$ cat src/rtl/adc_serial_reader_pkg.sv
// adc_reader_pkg: state encoding and default constants shared by adc_serial_reader.
// Build option ADC_READER_AVG_EN uses AVG_COUNT/AVG_SHIFT.
package adc_reader_pkg;

  localparam int DEF_CLK_DIV    = 4;
  localparam int DEF_SETUP_BITS = 1;
  localparam int DEF_DATA_W     = 8;

  // Averaging: four conversions, divide by shifting right two places.
  localparam int AVG_COUNT = 4;
  localparam int AVG_SHIFT = 2;

  typedef logic [1:0] state_t;

  localparam state_t ST_IDLE  = 2'd0;
  localparam state_t ST_SETUP = 2'd1;
  localparam state_t ST_SHIFT = 2'd2;
  localparam state_t ST_HOLD  = 2'd3;

endpackage

$ cat src/rtl/adc_serial_reader_sclk_gen.sv
// sclk_gen: divides clk into SCLK half-periods of CLK_DIV cycles while run is high;
// flags the last cycle of each high phase (hi_end) and of each low phase (lo_end).
module sclk_gen
  import adc_reader_pkg::*;
#(
  parameter int CLK_DIV = DEF_CLK_DIV
) (
  input  logic clk,
  input  logic rst_n,
  input  logic run,
  output logic sclk,
  output logic hi_end,
  output logic lo_end
);

  localparam int DIV_W = $clog2(CLK_DIV);

  logic [DIV_W-1:0] cnt;
  logic             active;
  logic             tc;

  assign tc = (cnt == '0);

  // cnt parks at zero when stopped so the first enabled edge raises sclk at once.
  always_ff @(posedge clk or negedge rst_n) begin
    if (!rst_n) begin
      cnt    <= '0;
      sclk   <= 1'b0;
      active <= 1'b0;
    end else if (!run) begin
      cnt    <= '0;
      sclk   <= 1'b0;
      active <= 1'b0;
    end else begin
      active <= 1'b1;
      if (tc) begin
        sclk <= ~sclk;
        cnt  <= DIV_W'(CLK_DIV - 1);
      end else begin
        cnt <= cnt - DIV_W'(1);
      end
    end
  end

  assign hi_end = sclk & tc;
  assign lo_end = active & ~sclk & tc;

endmodule

$ cat src/rtl/adc_serial_reader.sv
// adc_serial_reader: ADC0831-class serial capture; drives cs_n/sclk, drops the null bit(s),
// returns an MSB-first word. Build option ADC_READER_AVG_EN: average four conversions per start.
//
// state | meaning
// IDLE  | cs_n high, sclk low, waiting for start
// SETUP | cs_n low, sclk low for one half-period
// SHIFT | SETUP_BITS+DATA_W sclk periods; adc_do sampled at end of each high phase
// HOLD  | cs_n high for one half-period; result published on entry
module adc_serial_reader
  import adc_reader_pkg::*;
#(
  parameter int CLK_DIV    = DEF_CLK_DIV,
  parameter int SETUP_BITS = DEF_SETUP_BITS,
  parameter int DATA_W     = DEF_DATA_W
) (
  input  logic              clk,
  input  logic              rst_n,
  input  logic              start,
  input  logic              adc_do,
  output logic              adc_cs_n,
  output logic              adc_sclk,
  output logic [DATA_W-1:0] sample,
  output logic              sample_valid,
  output logic              null_err,
  output logic              busy
);

  localparam int N     = SETUP_BITS + DATA_W;
  localparam int BIT_W = $clog2(N);
  localparam int DIV_W = $clog2(CLK_DIV);

  state_t            state;
  state_t            state_nx;
  logic [DIV_W-1:0]  div_cnt;
  logic [BIT_W-1:0]  bit_cnt;
  logic [DATA_W-1:0] shreg;
  logic              nerr_acc;
  logic              adc_meta;
  logic              adc_sync;
  logic              sclk_run;
  logic              hi_end;
  logic              lo_end;
  logic              div_tc;
  logic              last_conv;
  logic              enter_setup;
  logic              enter_hold;

  assign div_tc      = (div_cnt == '0);
  assign enter_setup = (state_nx == ST_SETUP) && (state != ST_SETUP);
  assign enter_hold  = (state == ST_SHIFT) && (state_nx == ST_HOLD);
  assign sclk_run    = (state_nx == ST_SHIFT);

  sclk_gen #(
    .CLK_DIV (CLK_DIV)
  ) u_sclk_gen (
    .clk    (clk),
    .rst_n  (rst_n),
    .run    (sclk_run),
    .sclk   (adc_sclk),
    .hi_end (hi_end),
    .lo_end (lo_end)
  );

  always_ff @(posedge clk or negedge rst_n) begin
    if (!rst_n) begin
      adc_meta <= 1'b0;
      adc_sync <= 1'b0;
    end else begin
      adc_meta <= adc_do;
      adc_sync <= adc_meta;
    end
  end

  always_comb begin
    state_nx = state;
    case (state)
      ST_IDLE:  if (start) state_nx = ST_SETUP;
      ST_SETUP: if (div_tc) state_nx = ST_SHIFT;
      ST_SHIFT: if (lo_end && bit_cnt == '0) state_nx = ST_HOLD;
      ST_HOLD:  if (div_tc) state_nx = last_conv ? ST_IDLE : ST_SETUP;
      default:  state_nx = ST_IDLE;
    endcase
  end

  // Pin-side outputs are registered from the next state so they change with the state itself.
  always_ff @(posedge clk or negedge rst_n) begin
    if (!rst_n) begin
      state    <= ST_IDLE;
      div_cnt  <= '0;
      bit_cnt  <= '0;
      shreg    <= '0;
      nerr_acc <= 1'b0;
      adc_cs_n <= 1'b1;
      busy     <= 1'b0;
    end else begin
      state    <= state_nx;
      adc_cs_n <= (state_nx == ST_IDLE) || (state_nx == ST_HOLD);
      busy     <= (state_nx != ST_IDLE);
      if (state_nx != state) begin
        div_cnt <= DIV_W'(CLK_DIV - 1);
      end else if (!div_tc) begin
        div_cnt <= div_cnt - DIV_W'(1);
      end
      if (enter_setup) begin
        bit_cnt  <= BIT_W'(N - 1);
        shreg    <= '0;
        nerr_acc <= 1'b0;
      end else if (state == ST_SHIFT) begin
        if (hi_end) begin
          if (bit_cnt >= BIT_W'(DATA_W)) begin
            nerr_acc <= nerr_acc | adc_sync;
          end else begin
            shreg <= {shreg[DATA_W-2:0], adc_sync};
          end
        end
        if (lo_end && bit_cnt != '0) begin
          bit_cnt <= bit_cnt - BIT_W'(1);
        end
      end
    end
  end

`ifdef ADC_READER_AVG_EN
  localparam int SUM_W  = DATA_W + 2;
  localparam int CONV_W = $clog2(AVG_COUNT);

  logic [CONV_W-1:0] conv_cnt;
  logic [SUM_W-1:0]  sum_acc;
  logic [SUM_W-1:0]  sum_nx;
  logic              nerr_all;

  assign last_conv = (conv_cnt == '0);
  assign sum_nx    = sum_acc + SUM_W'(shreg);

  always_ff @(posedge clk or negedge rst_n) begin
    if (!rst_n) begin
      conv_cnt     <= '0;
      sum_acc      <= '0;
      nerr_all     <= 1'b0;
      sample       <= '0;
      null_err     <= 1'b0;
      sample_valid <= 1'b0;
    end else begin
      sample_valid <= 1'b0;
      if (state == ST_IDLE && state_nx == ST_SETUP) begin
        conv_cnt <= CONV_W'(AVG_COUNT - 1);
        sum_acc  <= '0;
        nerr_all <= 1'b0;
      end else if (state == ST_HOLD && state_nx == ST_SETUP) begin
        conv_cnt <= conv_cnt - CONV_W'(1);
      end
      if (enter_hold) begin
        sum_acc  <= sum_nx;
        nerr_all <= nerr_all | nerr_acc;
        if (last_conv) begin
          sample       <= DATA_W'(sum_nx >> AVG_SHIFT);
          null_err     <= nerr_all | nerr_acc;
          sample_valid <= 1'b1;
        end
      end
    end
  end
`else
  assign last_conv = 1'b1;

  always_ff @(posedge clk or negedge rst_n) begin
    if (!rst_n) begin
      sample       <= '0;
      null_err     <= 1'b0;
      sample_valid <= 1'b0;
    end else begin
      sample_valid <= enter_hold;
      if (enter_hold) begin
        sample   <= shreg;
        null_err <= nerr_acc;
      end
    end
  end
`endif

endmodule

$ cat config.mk
export PLATFORM = sky130hd
export DESIGN_NAME = adc_serial_reader
export DESIGN_NICKNAME = d
export VERILOG_FILES = /design/src/rtl/adc_serial_reader_pkg.sv /design/src/rtl/adc_serial_reader_sclk_gen.sv /design/src/rtl/adc_serial_reader.sv
export SDC_FILE = /design/constraint.sdc
export NUM_CORES = 1
export LEC_CHECK = 0
export ABC_CLOCK_PERIOD_IN_PS = 3130
export CORE_ASPECT_RATIO = 1.4
export CORE_MARGIN = 1
export CORE_UTILIZATION = 40
export DETAILED_ROUTE_END_ITERATION = 8
export HOLD_SLACK_MARGIN = 0.15
export PLACE_DENSITY_LB_ADDON = 0.15
export RECOVER_POWER = 100
export SYNTH_ARGS = -nofsm -noshare
export SYNTH_HDL_FRONTEND = slang
export SYNTH_SLANG_ARGS = --single-unit
$ cat constraint.sdc
create_clock -name clk -period 3.13 [get_ports clk]
set_input_delay 0.939 -clock clk [delete_from_list [all_inputs] [get_ports clk]]
set_output_delay 0.939 -clock clk [all_outputs]
set_load 0.01 [all_outputs]
---- Word level (Yosys, flattened, before mapping) ----
Cells that the tools add are included.
storage, ports and cells
  input port bits ......................... 4
  register bits after elaboration ......... 35
operators by class
  add/subtract/negate cells ............... 3
  reductions and logical operators ........ 19
  bitwise gates (word level) .............. 5
  mux-type cells .......................... 23
  eq/ne operators ......................... 11
  magnitude comparators ................... 1
operator list
  operator                                          count
  two-way mux 8 bit                                 4
  two-way mux 2 bit                                 8
  two-way mux 4 bit                                 3
  nonzero test 2 bit                                5
  == test 2 bit, second input constant              4
  zero test 2 bit                                   4
  one-hot mux 2 bit (4 select lines)                1
  two-way mux 1 bit                                 7
  AND reduction 3 bit                               2
  == test 2 x 1 -> 1 bit, second input constant     2
  >= comparator 4 bit, second input constant        1
  logical AND 1 bit                                 4
  zero test 4 bit                                   1
  != test 2 x 1 -> 1 bit, second input constant     2
  != test 2 bit, second input constant              2
  nonzero test 4 bit                                1
  subtractor 2 x 1 -> 2 bit, second input constant  2
  subtractor 4 x 1 -> 4 bit, second input constant  1
  AND 1 bit                                         3
  != test 2 bit                                     1
  AND reduction 2 bit                               1
  logical OR 1 bit                                  1
  NOT 1 bit                                         1
  bitwise OR 1 bit                                  1

---- Logic depth before layout (Yosys ltp) ----
  depth after elaboration ................. 10
  depth in mapped cells ................... 10
  gate-level depth less buffers ........... 9

---- Hierarchy ----
From an unflattened synthesis, not the netlist that was laid out.
second synthesis, totals
  cells, all modules ...................... 123
  area total of the unflattened synthesis .. 1,527.7 um^2
by module, submodules not included
  module             area an instance (um^2)  times used  cells each
  adc_serial_reader  1,362.6                  1           110
  sclk_gen           165.2                    1           13

---- Worst setup path before layout ----
Ideal clock, no wire load.
  path type ............................... input port to flip-flop
  from .................................... input port start
  to ...................................... register null_err
  buffers on the path ..................... 1
  data arrival time ....................... 2.050 ns
  data required time ...................... 3.005 ns
  cell stages on the path ................. 7
  slack ................................... 0.955 ns
  path through ............................ nor3b_1 -> nor2_1 -> nand2_1 -> ha_1 -> nand3b_1 -> buf_2 -> mux2_2
on the way
  longest elaborated chain between the ends .. 4
ends and longest elaborated chain
  item                                line                      text
  start, declared                     adc_serial_reader.sv:18   input logic start,
  two-way mux 2 bit                   adc_serial_reader.sv:77   ST_IDLE: if (start) state_nx = ST_SETUP;
  one-hot mux 2 bit (4 select lines)  adc_serial_reader.sv:76   case (state)
  net state_nx[0]                     adc_serial_reader.sv:33   state_t state_nx;
  == test 2 bit                       adc_serial_reader.sv:50   assign enter_hold = (state == ST_SHIFT) && (state_nx == ST_HOLD);
  logical AND 1 bit                   adc_serial_reader.sv:50
  end signal, assigned                adc_serial_reader.sv:175  null_err <= nerr_acc;
  end, declared                       adc_serial_reader.sv:24   output logic null_err,
The timed path passes the listed nets, and every way through them passes these cells.
A chain may end at the register's enable or synchronous reset.

---- Worst setup path after layout ----
  from .................................... input port start
  to ...................................... register shreg[6]
on the way
  longest elaborated chain between the ends .. 6
ends and longest elaborated chain
  item                                                                         line                      text
  two-way mux 2 bit *                                                          adc_serial_reader.sv:77
  one-hot mux 2 bit (4 select lines) *                                         adc_serial_reader.sv:76
  net state_nx[0]                                                              adc_serial_reader.sv:33
  == test 2 x 1 -> 1 bit *                                                     adc_serial_reader.sv:49   assign enter_setup = (state_nx == ST_SETUP) && (state != ST_SETUP);
  logical AND 1 bit *                                                          adc_serial_reader.sv:49
  != test 2 bit (no source line) / nonzero test 2 bit (equally long branches)  -
  AND reduction 3 bit (no source line)                                         -
  end signal, assigned                                                         adc_serial_reader.sv:113  shreg <= {shreg[DATA_W-2:0], adc_sync};
  end, declared                                                                adc_serial_reader.sv:36   logic [DATA_W-1:0] shreg;
The timed path passes the listed nets; every way through them passes the cells marked *.

==> flow_summary.json <==
{
  "drv_slew": 0,
  "cp_data_required_time_ns": 3.34,
  "status": "finished, final reports clean",
  "whs_path_depth": 0,
  "critPathArrivalTime_ns": 2.88,
  "grt_pass1_wl_mm": 4.50,
  "vias_per_cell": 5.33,
  "hold_violations": 0,
  "power_density_mw_per_mm2": 500,
  "path_clk_slew_ns": 0.07,
  "max-slew-margin-rel_pct": 43.3,
  "cts.htree.levels": 2,
  "drive_gt1_share_pct": 15.6,
  "power.total_uw": 945,
  "critPathTopFamily": "buffers and inverters",
  "dp_cells": 181,
  "ys_top_cells_by_area": "dfrtp_1 (55%), mux2_2 (6.5%), ha_1 (6.4%), a22o_1 (4.5%), inv_1 (2.7%)",
  "postRouteAntennaNets": 0,
  "grtUsageMet3_pct": 4.39,
  "insertedDiodeCount": 0,
  "slowest_stage": "dlygate4sd3_1",
  "wl_mm": 2.69,
  "criticalPathCategory": "in -> reg",
  "ys_seq_area_share_pct": 56.5,
  "grt.overflow.total": 0,
  "drt_iter0_drc": 20,
  "synth_area_per_cell_um2": 12.4,
  "power_frac_seq_pct": 48.1,
  "drv_cap": 0,
  "crit_chain": "dlygate4sd3_1 > nor3b_1 > nor2_1 > nand2_1 > ha_1 > nor3_1 > clkbuf_1 > a22o_1",
  "cts.sinks": 35,
  "place_hpwl_mm": 1.95,
  "finalWeightedCongestion": 0.651,
  "synthFlopType": "dfrtp_1",
  "layout.cells.non_filler": 189,
  "p_leak_uw": 0.000925,
  "synthCells": 125,
  "cts-buffers-inserted": 5,
  "grt_pass1_vias": 1022,
  "worstSetupEndpointType": "register",
  "io_buffers": 16,
  "antenna_found_initial": 0,
  "clkLatencyLatePin_ns": 0.28,
  "p_int_uw": 775,
  "crit_fanout": 8,
  "comb_power_share_pct": 1.3,
  "async_flop_share_pct": 100,
  "peakVddDrop_v": 0.000450,
  "hold_path_class": "reg -> reg",
  "syn_nets": 137,
  "skew_ns": 0.00559,
  "yosysTopAreaCellShare_pct": 54.8,
  "track_usage_pct": 15.3,
  "clock_path_buffers": 2,
  "syn_area_mm2": 0.00155,
  "worst_pin_slew_ns": 0.851,
  "grt_busiest_layer": "met2",
  "n_fill_cell": 346,
  "rsz0062_at_grt": "false",
  "synth_edf_count": 0,
  "synth_top_area_cell": "dfrtp_1",
  "drc": 0,
  "synth_cell_type_count": 36,
  "die_height_um": 75.7,
  "drt_first_pass_iters": 3,
  "startpoint_type": "input pin",
  "fmax_mhz": 374,
  "critical_path.max_stage_delay_ns": 0.54,
  "postCtsResizedCells": 0,
  "rr_worst_depth": 9,
  "ctsHoldBuffers": 0,
  "layout_min_cycle_time_ns": 2.67,
  "core_mm2": 0.00368,
  "cp.depth": 8,
  "switching_share_pct": 18.0,
  "tns_ns": 0,
  "yosysWarningCount": 0,
  "setup_viol": 0,
  "cts_tree": "done",
  "dieWidth_um": 54.7,
  "rows": 26,
  "post-route-period-util_pct": 85.4,
  "num_vias": 1007,
  "power.switching_uw": 170,
  "pin_count": 17,
  "areaGrowthSynthToFinish_pct": 21.6,
  "ys_seq_elements": 35,
  "grt_start_max_net_pins": 36,
  "avgRoutedWirePerCell_um": 14.2,
  "cp_num_buf_inv": 2,
  "clkPwrFrac_pct": 50.6,
  "postCtsSetupRepairBufs": 0,
  "cts_root_buf": "clkbuf_8",
  "grt_use_met2_pct": 26.1,
  "nNetsFinal": 158,
  "grtUsageMet1_pct": 17.1,
  "start_util_pct": 42.2,
  "dieArea_mm2": 0.00414
}
==> final timing paths <==
kind / start / endpoint / slack, ns
max in group asynchronous: rst_n / sample[7]$_DFFE_PN0P_ / 1.31
max reg2reg: u_sclk_gen.cnt[0]$_DFF_PN0_ / shreg[6]$_DFFE_PN0P_ / 0.78
max: start / shreg[6]$_DFFE_PN0P_ / 0.46
min reg2reg: adc_meta$_DFF_PN0_ / adc_sync$_DFF_PN0_ / 0.36
min in group asynchronous: rst_n / sample[1]$_DFFE_PN0P_ / 1.29
min: adc_meta$_DFF_PN0_ / adc_sync$_DFF_PN0_ / 0.36
==> stage by stage <==
step	hold slack, ns	worst slack (ns)	util (%)	cell area (um2)
2_1_floorplan	0.331	0.955	-	1550
3_3_place_gp	0.335	0.415	48.0	1760
3_5_place_dp	0.354	0.354	48.0	1760
4_1_cts	0.362	0.643	51.7	1900
5_1_grt	0.354	0.285	51.4	1890
6_report	0.359	0.458	51.4	1890
==> placed cells by master, fill, tap and decap left out, types with 2 or more instances in the layout <==
cell / synthesis / final
nand4_1: 4 / 4
dfrtp_1: 34 / 34
a21oi_1: 2 / 2
clkbuf_8: 0 / 5
inv_1: 11 / 11
and2_0: 0 / 2
ha_1: 8 / 8
bufinv_16: 0 / 2
nor3_1: 2 / 3
a22o_1: 8 / 8
nor3b_1: 3 / 3
nand2_1: 3 / 3
mux2i_1: 2 / 2
and4bb_2: 2 / 2
nor2b_1: 4 / 4
nor2_1: 5 / 5
mux2_2: 9 / 8
dlygate4sd3_1: 0 / 16
o21ai_0: 2 / 2
==> cells by family after synthesis <==
logic type	count (synthesis)	share of synthesized area (%)
and+or+nand+nor	32	13.2
AOI/OAI and AO/OA	21	10.6
adders and majority gates	8	6.45
xor gates and xnor gates	2	1.13
buffers and inverters	16	4.27
muxes	11	7.82
DFF	35	56.5
==> worst reg2reg max path: stages, from the launching register on <==
cell,delay (ns)
dfrtp_1,0.36
inv_1,0.08
ha_1,0.25
and4bb_2,0.35
nand3_1,0.18
nand2_1,0.15
ha_1,0.31
nor3_1,0.10
clkbuf_1,0.20
a22o_1,0.27
==> synth_stat cells (2+ instances only) <==
library cell / count
nor2b_1: 4
inv_1: 11
buf_2: 5
o21ai_0: 2
nand2_1: 3
and4bb_2: 2
nor3_1: 2
a21oi_1: 2
mux2_2: 9
a22o_1: 8
mux2i_1: 2
dfrtp_1: 34
nor2_1: 5
nand4_1: 4
nor3b_1: 3
ha_1: 8
and2_1: 2
==> state kept, by name, summed over array words and instances (netlist names) <==
name	count
sample	8
shreg	8
bit_cnt	4
div_cnt	2
state	2
u_sclk_gen.cnt	2
adc_cs_n	1
adc_meta	1
adc_sync	1
busy	1
nerr_acc	1
null_err	1
sample_valid	1
u_sclk_gen.active	1
u_sclk_gen.sclk	1
==> per-layer routing <==
| layer | share of wire, % | vias up |
|---|---|---|
| li1 | - | 481 |
| met1 | 42 | 506 |
| met2 | 53 | 16 |
| met3 | 2.9 | 4 |
| met4 | 1.9 | 0 |
| met5 | 0 | - |
==> power groups by stage <==
stage / clock [uW] / combinational, uW / sequential, uW
detailed placement: 0 / 14.4 / 463
finish: 478 / 12.4 / 454
floorplan: 0 / 0.761 / 463
global route: 508 / 15.2 / 454
global placement: 0 / 14.2 / 463
CTS: 487 / 14.4 / 454
==> final cells by class <==
cell class / count / area (um2) / share of cell area, %
flip-flops and latches: 35 / 877 / 46.5
multi-input cells: 74 / 604 / 32.0
repair buffers: 19 / 176 / 9.34
clock buffers: 5 / 68.8 / 3.64
clock inverters: 3 / 67.6 / 3.58
well taps: 42 / 52.6 / 2.78
inverters: 11 / 41.3 / 2.19
(Power assumes the default switching activity.)
